==> config.mk <==
export PLATFORM = sky130hd
export DESIGN_NAME = fetch_stage
export DESIGN_NICKNAME = d
export VERILOG_FILES = /design/src/rtl/fetch_stage_pkg.sv /design/src/rtl/fetch_stage_fifo.sv /design/src/rtl/fetch_stage.sv
export SDC_FILE = /design/constraint.sdc
export NUM_CORES = 1
export LEC_CHECK = 0
export ABC_AREA = 1
export CAP_MARGIN = 20
export CORE_UTILIZATION = 56
export DETAILED_ROUTE_END_ITERATION = 16
export DONT_BUFFER_PORTS = 1
export PLACE_DENSITY_LB_ADDON = 0.08
export SYNTH_ARGS = -nofsm -noshare
export SYNTH_HDL_FRONTEND = slang
export SYNTH_SLANG_ARGS = --single-unit
export TNS_END_PERCENT = 30
==> constraint.sdc <==
create_clock -name clk -period 7.8 [get_ports clk]
set_clock_uncertainty 0.05 [all_clocks]
set_input_delay 1.17 -clock clk [delete_from_list [all_inputs] [get_ports clk]]
set_output_delay 1.17 -clock clk [all_outputs]
set_load 0.02 [all_outputs]
==> src/rtl/fetch_stage_pkg.sv <==
// Shared constants and types for the RV32I fetch stage.
// Holds the opcode map and the reset/bubble defaults used by fetch_stage.
package fetch_stage_pkg;

    localparam logic [31:0] RESET_PC_DEF        = 32'h0000_0000;
    localparam logic [31:0] NOP_INST_DEF        = 32'h0000_0013;
    localparam int          MAX_OUTSTANDING_DEF = 2;

    typedef enum logic [6:0] {
        OPC_LOAD   = 7'h03,
        OPC_OPIMM  = 7'h13,
        OPC_AUIPC  = 7'h17,
        OPC_STORE  = 7'h23,
        OPC_OP     = 7'h33,
        OPC_LUI    = 7'h37,
        OPC_BRANCH = 7'h63,
        OPC_JALR   = 7'h67,
        OPC_JAL    = 7'h6F
    } opcode_e;

    function automatic logic [31:0] pc_plus4(input logic [31:0] pc);
        return pc + 32'd4;
    endfunction

endpackage

==> src/rtl/fetch_stage_fifo.sv <==
// Two-entry {pc,inst} response buffer between the instruction memory and IF/ID.
// Flush has priority over push/pop; storage itself is not reset.
module fetch_fifo (
    input  logic        clk_i,
    input  logic        rst_ni,
    input  logic        flush_i,
    input  logic        push_i,
    input  logic        pop_i,
    input  logic [63:0] wdata_i,
    output logic [63:0] rdata_o,
    output logic [1:0]  count_o,
    output logic        empty_o,
    output logic        full_o
);

    logic [63:0] mem_q [2];
    logic        wptr_q, wptr_d;
    logic        rptr_q, rptr_d;
    logic [1:0]  count_q, count_d;
    logic        push_ok;
    logic        pop_ok;

    assign empty_o = (count_q == 2'd0);
    assign full_o  = (count_q == 2'd2);
    assign count_o = count_q;
    assign rdata_o = mem_q[rptr_q];

    assign push_ok = push_i && !full_o;
    assign pop_ok  = pop_i && !empty_o;

    always_comb begin
        wptr_d  = wptr_q ^ push_ok;
        rptr_d  = rptr_q ^ pop_ok;
        count_d = count_q + {1'b0, push_ok} - {1'b0, pop_ok};
        if (flush_i) begin
            wptr_d  = 1'b0;
            rptr_d  = 1'b0;
            count_d = 2'd0;
        end
    end

    always_ff @(posedge clk_i) begin
        if (push_ok && !flush_i) begin
            mem_q[wptr_q] <= wdata_i;
        end
    end

    always_ff @(posedge clk_i) begin
        if (!rst_ni) begin
            wptr_q  <= 1'b0;
            rptr_q  <= 1'b0;
            count_q <= 2'd0;
        end else begin
            wptr_q  <= wptr_d;
            rptr_q  <= rptr_d;
            count_q <= count_d;
        end
    end

endmodule

==> src/rtl/fetch_stage.sv <==
// RV32I instruction-fetch stage: credit-limited in-order imem requests, response
// buffering, stale-response dropping after redirects, and the IF/ID register.
module fetch_stage
    import fetch_stage_pkg::*;
#(
    parameter logic [31:0] RESET_PC        = RESET_PC_DEF,
    parameter logic [31:0] NOP_INST        = NOP_INST_DEF,
    parameter int          MAX_OUTSTANDING = MAX_OUTSTANDING_DEF
) (
    input  logic        clk,
    input  logic        rst,
    input  logic        keep,
    input  logic        branch_PC_early_contral,
    input  logic [31:0] branch_PC_early,
    input  logic        branch_PC_late_contral,
    input  logic [31:0] branch_PC_late,
    output logic        imem_req,
    output logic [31:0] imem_addr,
    input  logic        imem_gnt,
    input  logic        imem_rvalid,
    input  logic [31:0] imem_rdata,
    output logic [31:0] PC_pype0,
    output logic [31:0] PCp4_pype0,
    output logic [31:0] Instraction_pype,
    output logic        fetch_valid
);

    localparam int CW = $clog2(MAX_OUTSTANDING + 1);

    logic [31:0]   fetch_pc_q, fetch_pc_d;
    logic [31:0]   resp_pc_q, resp_pc_d;
    logic [CW-1:0] outstanding_q, outstanding_d;
    logic [CW-1:0] drop_cnt_q, drop_cnt_d;
    logic [31:0]   pc_id_q, pc_id_d;
    logic [31:0]   pcp4_id_q, pcp4_id_d;
    logic [31:0]   inst_id_q, inst_id_d;
    logic          valid_id_q, valid_id_d;

    logic          redirect;
    logic [31:0]   redirect_pc;
    logic [CW:0]   credits_used;
    logic          req_fire;
    logic          rsp_fire;
    logic          rsp_drop;
    logic          rsp_take;
    logic          bypass;
    logic          fifo_push;
    logic          fifo_pop;
    logic [63:0]   fifo_rdata;
    logic [1:0]    fifo_count;
    logic          fifo_empty;
    logic          fifo_full;

    assign redirect    = branch_PC_late_contral || branch_PC_early_contral;
    assign redirect_pc = branch_PC_late_contral ? branch_PC_late : branch_PC_early;

    assign credits_used = (CW+1)'(outstanding_q) + (CW+1)'(fifo_count);
    assign imem_req     = rst && !redirect && (credits_used < (CW+1)'(MAX_OUTSTANDING));
    assign imem_addr    = fetch_pc_q;
    assign req_fire     = imem_req && imem_gnt;

    // A response with nothing in flight is a leftover from before a reset.
    assign rsp_fire = imem_rvalid && (outstanding_q != '0);
    assign rsp_drop = rsp_fire && (drop_cnt_q != '0);
    assign rsp_take = rsp_fire && (drop_cnt_q == '0);

    assign fifo_pop  = !redirect && !keep && !fifo_empty;
    assign bypass    = !redirect && !keep && fifo_empty && rsp_take;
    assign fifo_push = rsp_take && !redirect && !bypass && !fifo_full;

    fetch_fifo u_fifo (
        .clk_i   (clk),
        .rst_ni  (rst),
        .flush_i (redirect),
        .push_i  (fifo_push),
        .pop_i   (fifo_pop),
        .wdata_i ({resp_pc_q, imem_rdata}),
        .rdata_o (fifo_rdata),
        .count_o (fifo_count),
        .empty_o (fifo_empty),
        .full_o  (fifo_full)
    );

    always_comb begin
        outstanding_d = outstanding_q + CW'(req_fire) - CW'(rsp_fire);
        drop_cnt_d    = drop_cnt_q - CW'(rsp_drop);
        fetch_pc_d    = req_fire ? pc_plus4(fetch_pc_q) : fetch_pc_q;
        resp_pc_d     = rsp_take ? pc_plus4(resp_pc_q) : resp_pc_q;
        if (redirect) begin
            // everything still in flight belongs to the abandoned path
            drop_cnt_d = outstanding_d;
            fetch_pc_d = redirect_pc;
            resp_pc_d  = redirect_pc;
        end
    end

    always_comb begin
        pc_id_d    = pc_id_q;
        pcp4_id_d  = pcp4_id_q;
        inst_id_d  = inst_id_q;
        valid_id_d = valid_id_q;
        if (redirect) begin
            inst_id_d  = NOP_INST;
            valid_id_d = 1'b0;
        end else if (!keep) begin
            if (!fifo_empty) begin
                pc_id_d    = fifo_rdata[63:32];
                pcp4_id_d  = pc_plus4(fifo_rdata[63:32]);
                inst_id_d  = fifo_rdata[31:0];
                valid_id_d = 1'b1;
            end else if (bypass) begin
                pc_id_d    = resp_pc_q;
                pcp4_id_d  = pc_plus4(resp_pc_q);
                inst_id_d  = imem_rdata;
                valid_id_d = 1'b1;
            end else begin
                inst_id_d  = NOP_INST;
                valid_id_d = 1'b0;
            end
        end
    end

    always_ff @(posedge clk) begin
        if (!rst) begin
            fetch_pc_q    <= RESET_PC;
            resp_pc_q     <= RESET_PC;
            outstanding_q <= '0;
            drop_cnt_q    <= '0;
            pc_id_q       <= 32'd0;
            pcp4_id_q     <= 32'd0;
            inst_id_q     <= NOP_INST;
            valid_id_q    <= 1'b0;
        end else begin
            fetch_pc_q    <= fetch_pc_d;
            resp_pc_q     <= resp_pc_d;
            outstanding_q <= outstanding_d;
            drop_cnt_q    <= drop_cnt_d;
            pc_id_q       <= pc_id_d;
            pcp4_id_q     <= pcp4_id_d;
            inst_id_q     <= inst_id_d;
            valid_id_q    <= valid_id_d;
        end
    end

    assign PC_pype0         = pc_id_q;
    assign PCp4_pype0       = pcp4_id_q;
    assign Instraction_pype = inst_id_q;
    assign fetch_valid      = valid_id_q;

endmodule

# Word-level counts from Yosys, hierarchy flattened
# Memory sizes are Yosys's and may differ from the RTL's. A register that Yosys moved wholly into a read port is not among the register bits.
# Index checks and enable logic that the tools add are counted.
# op_classes
div_mod_pow,0
n_addsub,9
n_lt_le_gt_ge,1
reduce_logical,30
n_shift,0
n_bitwise,5
n_eq_ne,2
muxes,17
multipliers,0
# op_table
op,n
$mux 32,11
$add 32x3->32 const B,3
$logic_and 1x1->1,16
$reduce_bool 2->1,4
$sub 2x1->2,3
$logic_not 1->1,5
$mux 1,5
$add 2x1->2,2
$logic_not 2->1,2
$add 2x2->3,1
$lt 3x2->1 const B,1
$not 1->1,3
$reduce_and 3->1,1
$eq 2x2->1 const B,1
$mux 2,1
$ne 2x2->1 const B,1
$reduce_or 2->1,1
$xor 1x1->1,2
$logic_or 1x1->1,1
# word_totals
register_bits,169
ramBits,128
latch_bits,0
n_memories,1
mem_bits_ro,0
# memory_table
memory,words,word_bits,read_ports,rd_clocked_by_memory_dff,write_ports,line_no,text
u_fifo.mem_q,2,64,1,1,1,fetch_stage_fifo.sv:16,logic [63:0] mem_q [2];

# Logic depth before layout (Yosys ltp)
# Gate-level depths: netlist (run 1).
# depth
depth_word,12
ltp_mapped,13

# Modules after synthesis
# Synthesis (run 1) repeated with hierarchy kept, for this count alone.
# hier_totals
hier_cells,1711
area_unflattened_um2,14423.8
# modules_own_cells
module,area_each_um2,seq_area_each_um2,n_inst,cells_per_inst
fetch_stage,9417.8,3223.1,1,1475
fetch_fifo,5006.1,3923.8,1,236

# Worst setup path before layout (run 1)
# No wires, ideal clock.
# synth_timing
kind,input to register
from,in branch_PC_late_contral
to,"mem u_fifo.mem_q[0][0], enable pin"
arrival_time_ps,4535
setup_time_ps,488
slack_ps,2727
stages,7
required_ps,7262
path_cell_list,buf_2 -> nor2_4 -> inv_2 -> nor3_2 -> nand2_1 -> o211ai_1 -> nor2_1
# synth_between
elab_chain_len,12
word_cells_on_any_way,13
classes_between,mux: 2; reduce/logical: 11
# synth_rtl
element,line_no,text
start: declaration,fetch_stage.sv:15,"input logic branch_PC_late_contral,"
$logic_or 1x1->1 *,fetch_stage.sv:54,assign redirect = branch_PC_late_contral || branch_PC_early_contral;
$logic_not 1->1 *,"fetch_stage_fifo.sv:43, fetch_stage.sv:68, fetch_stage.sv:69",
$logic_and 1x1->1 (3 in series),fetch_stage.sv:68,assign bypass = !redirect && !keep && fifo_empty && rsp_take;
$logic_not 1->1,fetch_stage.sv:69,assign fifo_push = rsp_take && !redirect && !bypass && !fifo_full;
$logic_and 1x1->1 (2 in series),fetch_stage.sv:69,
$logic_and 1x1->1,fetch_stage_fifo.sv:28,assign push_ok = push_i && !full_o;
$logic_and 1x1->1 *,fetch_stage_fifo.sv:43,if (push_ok && !flush_i) begin
$mux 1 *,fetch_stage_fifo.sv:43,
$mux 1 (implied by the code) *,fetch_stage_fifo.sv:44,mem_q[wptr_q] <= wdata_i;
end: declaration,fetch_stage_fifo.sv:16,
# Mark *: on every way between the ends. The rest lies on a longest branch, timed or not.

# Final worst setup path (run 1)
# layout_timing
from,reg u_fifo.count_q[1] (netlist: u_fifo.count_o[1])
to,reg pcp4_id_q[15] (netlist: PCp4_pype0[15])
# layout_between
elab_chain_len,5
word_cells_on_any_way,6
classes_between,eq/ne: 1; mux: 1; reduce/logical: 4
# layout_rtl
element,line_no,text
start: declaration,fetch_stage_fifo.sv:19,"logic [1:0] count_q, count_d;"
start signal: assignment,fetch_stage_fifo.sv:56,count_q <= count_d;
$logic_not 2->1 *,fetch_stage_fifo.sv:23,assign empty_o = (count_q == 2'd0);
$logic_and 1x1->1 (2 in series),fetch_stage.sv:68,
$ne 2x2->1 (no source line),--,
$reduce_and 3->1 (no source line),--,
end signal: assignment,fetch_stage.sv:139,pcp4_id_q <= pcp4_id_d;
end: declaration,fetch_stage.sv:35,"logic [31:0] pcp4_id_q, pcp4_id_d;"
# Marks and branches as above.
# A chain may end at the register's enable or synchronous reset.

==> results by group, run 1 <==
Status
  • Status: finished, final reports clean

Pwr
  • PwrDens: approximately 240 mW/mm^2
  • Internal power: 2.73 mW
  • P_sw: approximately 970 uW
  • Reg power frac: about 49%
  • Worst VDD drop: between 0.00015 and 0.0002 V
  • Final Power: around 3.7 mW
  • Sw Share: 26.2%
  • Static leakage: roughly 5.7 nW
  • Clock power frac: 42.6%
  • Combinational power share: under 10%

Detailed routing
  • Vias/cell: 5.85
  • Vias: around 12000
  • Final WL: ~41000 um
  • Routed length per instance: 19.3 um
  • # DRC: 0
  • Post-route ant nets: 0
  • Iteration-0 DRC Markers: 1185
  • Iteration count of the initial detailed-routing pass: 5

Timing
  • Maximum clock rate: 281 MHz
  • Worst hold slack: 0.514 ns
  • Tcrit/Tclk final: 45.6%
  • Final Hold Fails: 0
  • Worst Max-Slew Pin Slew: between 0.9 and 1 ns
  • Fin. max-slew vios: 0
  • Final WS setup: 4.24 ns
  • Final min period: 3.56 ns
  • Slew Limit Headroom: 34.8%
  • Final Setup Violations: 0
  • Setup TNS: 0 ns
  • RSZ-0062 raised after global routing: false

Setup path
  • Worst R2R Setup Slack: between 4 and 5 ns
  • Crit Reg-Reg Startpoint: u_fifo.count_o[1]
  • R2R cell count: 13
  • Most used cell, CP: inv_1
  • Data required, critical path: 8.22 ns
  • Type of origin of the critical path: flip-flop
  • Worst path bufs/invs: 6
  • Crit Path Max Fanout: about 100
  • Crit-path slowest cell: buf_4
  • CP cell instances: inv_1 > nand2_2 > buf_4 > inv_2 > nor2_1 > nand2_1 > nand2_2 > buf_4 > inv_1 > a21oi_1 > nand3_1 > nand2_1 > inv_1
  • Critical Path AT: ~4.0 ns
  • CP delay by family, top: buffers and inverters
  • Slowest stage delay, CP: 0.69 ns
  • Reg2reg end: PCp4_pype0[15]
  • CP Class: reg2reg
  • CP endpoint kind: flip-flop

Die
  • Core Region: between 0.02 and 0.03 mm^2
  • DIE WIDTH: 162 um
  • Die Y: 162 um
  • I/O pin total: 233
  • Die area: between 0.02 and 0.03 mm^2
  • Row count: 58
  • Initial Utilization: 57.2%

CTS
  • CTS Buf Count: 30
  • CTS tree: yes
  • Clock latency on the worst-skew pair: 0.57 ns
  • Clk sinks: 293
  • Setup Buffers After CTS: 0
  • Post-CTS Resized: 0
  • Root Buffer: clkbuf_16
  • Clock Tree Buf Depth: 3
  • Hold Buf Count CTS: 0
  • CTS clk-pin slew, worst paths: ~0.060 ns
  • Htree depth: 1

Yosys
  • Synth cell types: 43
  • Syn. warnings: 0
  • Mapped cell area: between 0.01 and 0.015 mm^2
  • Prevailing post-synth register cell: dfxtp_1
  • Cells after synthesis: 1837
  • FF+latch count, synth: roughly 300
  • Register area share after synthesis: 49.6%
  • Most frequent cell after synthesis: nand2_1
  • Synth top area share: 26.7%
  • Synth top area cells: edfxtp_1 27%, dfxtp_1 23%, nand2_1 12%
  • Synth Net Count: 1949
  • Asr flop ratio synth: 0%
  • Synth area leader: edfxtp_1
  • EDFF count, synth: 128
  • Syn Area/Cell: around 7.8 um^2
  • Synth top cells by count: 466 x nand2_1, 210 x nor2_1, 209 x a21oi_1, 165 x dfxtp_1, 162 x o21ai_0

Placement
  • Dpl ws: 3.91 ns
  • Dpl cells: 2079
  • Final GP Congestion: 0.967
  • Post-DP HPWL: 28100 um
  • Area after DPL: 0.0144 mm^2
  • Port Buffers: 0

Global routing
  • Grt total ovfl: 0
  • Largest net degree at the start of global routing: 113
  • Number of global-route vias before repair: 11400
  • First-pass GRT wire length: between 60000 and 70000 um
  • Initial antenna violation count: 0
  • Gr usage total: 31.1%

Layout
  • Area grow syn2layout: 7.86%
  • Antenna fix cells: 0
  • Final Instance Area: 0.0155 mm^2
  • Register cell area after layout: 0.00715 mm^2
  • Net count, final: 1894
  • Post-Layout Cell Count: 2136
  • Share of cells above drive strength 1: 7.25%
  • Fin util: 61.7%
  • Multi-input logic area: 0.00635 mm^2
  • Fillers: 2252

Min path
  • Worst Hold End: Instraction_pype[31]
  • Hold depth: 2
  • Hold Path Class: reg2reg
  • Hold path start: u_fifo.mem_q[1][31]

Flow run
  • Max-cap viol count: 0
==> layout make-up <==
| type | count | area share (%) |
|---|---|---|
| Clock buffer | 37 | 5.26 |
| Clock inverter | 19 | 1.77 |
| Inverter | 115 | 2.78 |
| Multi-Input combinational cell | 1332 | 40.9 |
| Sequential cell | 293 | 46.0 |
| Tap cell | 330 | 2.66 |
| Timing Repair Buffer | 10 | 0.612 |
==> worst max path at each step <==
| stage | start | end | slack (ns) | cells after the start |
|---|---|---|---|---|
| finish | u_fifo.count_o[1] | PCp4_pype0[15] | 4.24 | 13 |
| global route | u_fifo.count_o[1] | PCp4_pype0[15] | 3.99 | 13 |
| CTS | u_fifo.count_o[1] | u_fifo.mem_q[1][4] | 4.26 | 8 |
| detailed placement | branch_PC_late_contral | u_fifo.mem_q[0][23] | 3.91 | 7 |
| global placement | branch_PC_late_contral | u_fifo.mem_q[1][22] | 3.93 | 7 |
| floorplan | branch_PC_late_contral | u_fifo.mem_q[0][0] | 2.73 | 7 |
==> power groups by stage <==
stage / Clock, mW / Sequential, mW / Combinational, mW
final: 1.57 / 1.82 / 0.303
after global placement: 0 / 1.85 / 0.291
after detailed placement: 0 / 1.85 / 0.297
after floorplan: 0 / 1.81 / 0.244
after global routing: 1.65 / 1.83 / 0.343
after CTS: 1.59 / 1.82 / 0.299
==> worst min-delay path, stage by stage, from the launching register on <==
cell and delay, ns:
edfxtp_1 0.31, o21ai_0 0.07, a31oi_1 0.15
==> flip-flops by register name, indices dropped and copies added (netlist names), 2 cells and up <==
signal and cells:
imem_addr 31, drop_cnt_q 2, PC_pype0 32, Instraction_pype 32, outstanding_q 2, u_fifo.mem_q 128
u_fifo.count_o 2, PCp4_pype0 30, resp_pc_q 31
==> cell usage in the layout (no fill, tap or decap), types with 2 or more instances in the layout <==
cell,n
nand4_1,9
a31oi_1,52
ha_1,8
a21oi_1,209
nand2_2,30
nand2_1,465
buf_4,9
nand3b_1,15
nor3_2,2
clkbuf_1,3
inv_2,6
bufinv_16,6
clkbuf_8,4
o21ai_0,162
o21bai_1,9
nand2_4,3
nand3_1,71
clkinvlp_4,4
or2_2,3
clkinv_2,5
nor3_1,15
nor2_4,10
clkbuf_16,30
a41oi_1,2
edfxtp_1,128
xnor2_1,10
inv_1,109
o211ai_1,15
xor2_1,12
nor2_1,208
dfxtp_1,164
nor2_2,10
==> metal layers <==
layer | wire length (um) | global-route usage [%]
met5 | 0 | 0
met4 | 1020 | 9.01
met3 | 3710 | 5.50
met2 | 18700 | 48.9
met1 | 17800 | 43.8
==> kinds of logic after synthesis <==
group / share of synthesized area, %
AO/OA/AOI/OAI: 16.9
buffers and inverters: 6.38
XOR/XNOR: 1.34
AND/OR/NAND/NOR: 24.9
adder cells (fa/ha/maj): 0.834
flip-flops: 49.6
Power figures use the tool's default switching activity.
==> run 2: changes to the inputs <==
==> constraint.sdc (replaced) <==
create_clock -name clk -period 3.4 [get_ports clk]
set_clock_uncertainty 0.05 [all_clocks]
set_input_delay 0.51 -clock clk [delete_from_list [all_inputs] [get_ports clk]]
set_output_delay 0.51 -clock clk [all_outputs]
set_load 0.02 [all_outputs]
==> run 2 against run 1 <==
  * Clock power rose by 110%
  * Worst hold slack got worse by 0.49 ns
  * Die area unchanged
  * Cell count increased by 1.7%
  * Critical endpoint is now PCp4_pype0[24]
  * Largest power group unchanged
==> results by group, run 2 (synthesized netlist as in run 1, its figures left out) <==
Min path
  • Hold path start: keep (was u_fifo.mem_q[1][31])
  • Hold Path Class: in2reg (was reg2reg)

Global routing
  • Gr usage total: 31.6% (was 31.1%)
  • GRT met3 Usage: 4.74% (was 5.50%)
  • Largest net degree at the start of global routing: 113 (unchanged)
  • M1 GR Usage: 45.3% (was 43.8%)
  • Met2 usage: 50.6% (was 48.9%)
  • Initial antenna violation count: 0 (unchanged)
  • First-pass GRT wire length: 65200 um (was 63700 um)
  • GRT Max-Usage Layer: met2 (unchanged)
  • Grt total ovfl: 0 (unchanged)
  • Number of global-route vias before repair: 11700 (was 11400)

Die
  • Die area: 0.0264 mm^2 (unchanged)
  • Row count: 58 (unchanged)
  • Core Region: 0.0252 mm^2 (unchanged)
  • Die Y: 162 um (unchanged)
  • I/O pin total: 233 (unchanged)
  • DIE WIDTH: 162 um (unchanged)
  • Initial Utilization: 57.2% (unchanged)

Pwr
  • P_sw: 2.17 mW (was 969 uW)
  • Combinational power share: 9.0% (was 8.2%)
  • Reg power frac: 50.8% (was 49.2%)
  • Clock power frac: 40.2% (was 42.6%)
  • Internal power: 6.03 mW (was 2.73 mW)
  • Final Power: 8.21 mW (was 3.70 mW)
  • Worst VDD drop: 0.000393 V (was 0.000180 V)
  • Static leakage: 5.80 nW (was 5.70 nW)
  • PwrDens: 520 mW/mm^2 (was 238 mW/mm^2)
  • Sw Share: 26.5% (was 26.2%)

Detailed routing
  • # DRC: 0 (unchanged)
  • Vias: 12700 (was 12500)
  • Final WL: 41800 um (was 41300 um)
  • Vias/cell: 5.85 (about the same)
  • Routed length per instance: 19.2 um (was 19.3 um)
  • Post-route ant nets: 0 (unchanged)
  • Iteration-0 DRC Markers: 1224 (was 1185)
  • Iteration count of the initial detailed-routing pass: 9 (was 5)

CTS
  • Clk sinks: 293 (unchanged)
  • CTS Buf Count: 30 (unchanged)
  • CTS tree: yes (unchanged)
  • CTS clk-pin slew, worst paths: 0.06 ns (about the same)
  • Setup Buffers After CTS: 0 (unchanged)
  • Clock Tree Buf Depth: 3 (unchanged)
  • Htree depth: 1 (unchanged)
  • Root Buffer: clkbuf_16 (unchanged)
  • Clock latency on the worst-skew pair: 0.56 ns (was 0.57 ns)

Status
  • Status: finished, final reports clean (unchanged)

Layout
  • Fillers: 2238 (was 2252)
  • Most common cell after layout, fill and taps aside: nand2_1 (unchanged)
  • Antenna fix cells: 0 (unchanged)
  • Fin util: 62.7% (was 61.7%)
  • Post-Layout Cell Count: 2172 (was 2136)
  • Share of cells above drive strength 1: 6.84% (was 7.25%)
  • Max reg flops: 128 (unchanged)
  • Most frequent cells in the layout: 465 x nand2_1, 209 x a21oi_1, 208 x nor2_1 (unchanged)
  • Area grow syn2layout: 9.65% (was 7.86%)
  • Register cell area after layout: 0.00715 mm^2 (unchanged)
  • Top reg by flops: u_fifo.mem_q (unchanged)
  • Multi-input logic area: 0.00635 mm^2 (about the same)
  • Net count, final: 1930 (was 1894)

Timing
  • RSZ-0062 raised after global routing: false (unchanged)
  • Final min period: 2.69 ns (was 3.56 ns)
  • Maximum clock rate: 372 MHz (was 281 MHz)
  • Fin. max-slew vios: 0 (unchanged)
  • Tcrit/Tclk final: 79.1% (was 45.6%)
  • Final Setup Violations: 0 (unchanged)
  • Final Hold Fails: 0 (unchanged)
  • Slew Limit Headroom: 41.6% (was 34.8%)
  • Worst Max-Slew Pin Slew: 0.875 ns (was 0.976 ns)

Setup path
  • Crit-path slowest cell: dfxtp_2 (was buf_4)
  • Slowest stage delay, CP: 0.62 ns (was 0.69 ns)
  • Most used cell, CP: nand2_1 (was inv_1)
  • CP Class: reg2reg (unchanged)
  • Type of origin of the critical path: flip-flop (unchanged)
  • Critical Path Start: u_fifo.rptr_q (was u_fifo.count_o[1])
  • Critical Path AT: 3.12 ns (was 3.98 ns)
  • CP cell instances: buf_4 > nand2_1 > nand2_1 > nand2_1 > nor2_1 > nand2_1 > nor2_2 > nand2_1 > nand2_1 > nand3_1 > a21oi_1 (was inv_1 > nand2_2 > buf_4 > inv_2 > nor2_1 > nand2_1 > nand2_2 > buf_4 > inv_1 > a21oi_1 > nand3_1 > nand2_1 > inv_1)
  • CP endpoint kind: flip-flop (unchanged)
  • Worst path bufs/invs: 1 (was 6)
  • CP delay by family, top: simple AND/OR/NAND/NOR gates (was buffers and inverters)
  • Crit Path Max Fanout: 49 (was 104)
  • Data required, critical path: 3.84 ns (was 8.22 ns)
  • Crit Reg-Reg Startpoint: u_fifo.rptr_q (was u_fifo.count_o[1])

Flow run
  • Max-cap viol count: 0 (unchanged)

Placement
  • Post-DP HPWL: 28500 um (was 28100 um)
  • Port Buffers: 0 (unchanged)
  • Dpl cells: 2084 (was 2079)
  • Final GP Congestion: 0.971 (was 0.967)
run 2: through the flow:
stage,worst slack [ns],hold slack [ns],cell area (um^2),TNS [ns]
2_1_floorplan,-1.00,0.416,14400,-64.13
3_3_place_gp,0.780,0.508,14500,0
3_5_place_dp,0.769,0.511,14500,0
4_1_cts,0.742,0.0123,15800,0
5_1_grt,0.441,0.0181,15800,0
6_report,0.712,0.0257,15800,0
run 2: layout make-up:
| class | count | area share (%) |
|---|---|---|
| clock buffers | 44 | 5.48 |
| flip-flops and latches | 293 | 45.3 |
| inverters | 115 | 2.73 |
| well taps | 330 | 2.62 |
| multi-input cells | 1332 | 40.3 |
| repair buffers | 46 | 2.85 |
| clock inverters | 12 | 0.785 |
run 2: per-layer routing:
layer	vias to the layer above	share of wire, %
met5	-	0
met4	0	1.8
met3	49	9.5
met2	584	46
met1	5917	43
li1	6149	-
run 2: power by group through the flow:
stage	clock, mW	sequential (mW)	combinational [mW]
final	3.30	4.17	0.740
after global routing	3.47	4.19	0.834
after CTS	3.32	4.16	0.732
after detailed placement	0	4.24	0.692
after global placement	0	4.23	0.682
after floorplan	0	4.14	0.559
run 2: repair_timing:
action                                 in CTS  in global routing
hold buffers                               32                  0
gates resized for setup                     0                  0
endpoints found under the hold margin      64                  0
run 2: final timing paths:
check                                            to  slack [ns]  cells past startpoint
worst max-delay path                 PCp4_pype0[24]        0.71                     11
worst max register to register       PCp4_pype0[24]        0.71                     11
worst min register to register  u_fifo.mem_q[1][35]        0.53                      0
worst min-delay path            Instraction_pype[4]        0.03                      2
==> patch, RTL diff (config.mk and constraints of run 1) <==
Set the package constant `MAX_OUTSTANDING_DEF` to 8 (it was 2).
--- a/src/rtl/fetch_stage_pkg.sv
+++ b/src/rtl/fetch_stage_pkg.sv
@@ -4,7 +4,7 @@
 
     localparam logic [31:0] RESET_PC_DEF        = 32'h0000_0000;
     localparam logic [31:0] NOP_INST_DEF        = 32'h0000_0013;
-    localparam int          MAX_OUTSTANDING_DEF = 2;
+    localparam int          MAX_OUTSTANDING_DEF = 8;
 
     typedef enum logic [6:0] {
         OPC_LOAD   = 7'h03,
Formal check against the unedited RTL: not equivalent (Yosys sat finds a counterexample within 4 cycles, from zero or initial values and one cycle with rst low).
==> patch against run 1 <==
Sequential cell count increased by 4; synthesized cell count decreased by 0.98%; cell count decreased by 0.42%; sequential share of layout area increased by 0.19 points; design area increased by 0.71%; count of clock-buffer cells in the layout increased by 16; synthesized area increased by 0.41%; power increased by 3.3%; register-to-register slack improved by 0.40 ns; routed wire length decreased by 3.2%; worst setup slack got worse by 0.59 ns; fmax decreased by 14%; critical endpoint is now imem_req; highest routed layer unchanged.
==> patch: results (changes against run 1) <==
clock_network:
  cts_buffers: 34  # +13%
  insertion_delay_ns: 0.52  # -0.05 ns
  cts.htree.levels: 2  # +1
placement:
  dp_cells: 2065  # -0.67%
  hpwl_um: 27120  # -3.5%
  placed_area_um2: 14530  # +0.86%
  place_congestion: 0.9365  # -3.2%
  pre_cts_ws_ns: 3.231  # -0.6793 ns
routing:
  drt_iter0_drc: 1131  # -4.6%
  wl_per_cell_um: 18.78  # -2.7%
  dr_wl_met3_um: 3245  # -12%
  wl_met2_um: 17980  # -4.0%
  num_vias: 12390  # -0.84%
  met1_length_um: 17870  # +0.33%
cells_and_area:
  layout.cells.non_filler: 2127  # -0.42%
  top_register: "u_fifo.mem_q"
  final_layout_size_suffix_gt1_share_pct: 5.843  # -1.4 points
grt:
  use_met2_pct: 46.62  # -2.3 points
  grt_pass1_vias: 11170  # -2.4%
  grt_usage_pct: 30.13  # -0.94 points
  grt_max_degree: 112  # -0.88%
  grt_pass1_wl_um: 61910  # -2.9%
  use_met1_pct: 43.38  # -0.39 points
  use_met3_pct: 5.246  # -0.25 points
  antenna_found_initial: 0  # unchanged
worst_setup_path:
  worstSetupStartpoint: "branch_PC_late_contral"
  reg2reg_to: "PCp4_pype0[2]"
  r2r_cells: 8  # -5
  crit_path_end: "imem_req"
  critPathArrivalTime_ns: 2.93  # -1.05 ns
  rrSetupSlack_ns: 4.64  # +0.40 ns
  max_stage_delay_ns: 0.65  # -0.04 ns
hold_path:
  hold_start: "u_fifo.wptr_q"
  worst_hold_path.endpoint: "u_fifo.wptr_q"
synthesis:
  synth_top_area_share_pct: 26.59  # -0.11 points
  ys_types: 44  # +2.3%
  synth_area_leaders: "edfxtp_1 (27%), dfxtp_1 (23%), nand2_1 (12%)"
  synth_commonest_cells: "nand2_1 (479), nor2_1 (206), a21oi_1 (170)"
  synthesis.nets: 1937  # -0.62%
  avgSynthCellArea_um2: 7.947  # +1.4%
  seq_area_frac_synth_pct: 49.99  # +0.35 points
sta:
  hold_slack_ns: 0.4622  # -0.05127 ns
  slew_headroom_pct: 37.58  # +2.8 points
  setup_ws_ns: 3.653  # -0.5872 ns
run_status:
  status: "finished, final reports clean"
power:
  p_leak_uw: 0.005807  # +1.9%
  vdd_drop_max_v: 0.0001525  # -15%
[patch: cell count changes after synthesis, sizes merged, moves of 7 or more]
| cell | before | now |
|---|---|---|
| xor2 | 12 | 22 |
| nand2 | 498 | 486 |
| a31oi | 52 | 44 |
| clkbuf | 49 | 63 |
| nand3 | 72 | 59 |
| buf | 48 | 34 |
| nor2 | 228 | 221 |
| a22oi | 1 | 27 |
| nand3b | 15 | 7 |
| nand4 | 9 | 26 |
| o21bai | 9 | 1 |
| a21oi | 209 | 171 |
[patch: stage by stage]
step	total power (uW)	utilization, %
2_1_floorplan	2152	-
3_3_place_gp	2252	57.55
3_5_place_dp	2264	57.55
4_1_cts	3831	61.93
5_1_grt	3963	61.93
6_report	3819	61.93
[patch: power by group]
| part | internal, uW | leakage, uW | switching (uW) |
|---|---|---|---|
| registers | 1710 | 0.00254 | 143 |
| logic | 135 | 0.00273 | 252 |
| clock network | 950 | 0.000539 | 627 |
| total | 2800 | 0.00581 | 1020 |
[patch: cell families after synthesis]
| group | count (synthesis) | share of synthesized area [%] |
|---|---|---|
| buffers and inverters | 210 | 6.110 |
| adders and majority gates | 15 | 1.350 |
| AOI/OAI and AO/OA | 427 | 16.16 |
| xor gates and xnor gates | 37 | 2.242 |
| and+or+nand+nor | 833 | 24.15 |
| DFF | 297 | 49.99 |
[patch: cell type report]
cell class / instances / area (um^2)
Timing Repair Buffer: 13 / 97.59
Tap cell: 330 / 412.9
Sequential cell: 297 / 7228
Clock buffer: 53 / 994.7
Fill cell: 2275 / 9614
Clock inverter: 9 / 111.4
Inverter: 113 / 424.2
Multi-Input combinational cell: 1312 / 6371
[patch: worst register-to-register path: cells and delay by family, from the launching register on]
kind | cells | cell delay [ns]
buf+inv | 4 | 1.72
compound gates | 2 | 0.64
flops | 1 | 0.37
simple gates | 2 | 0.23
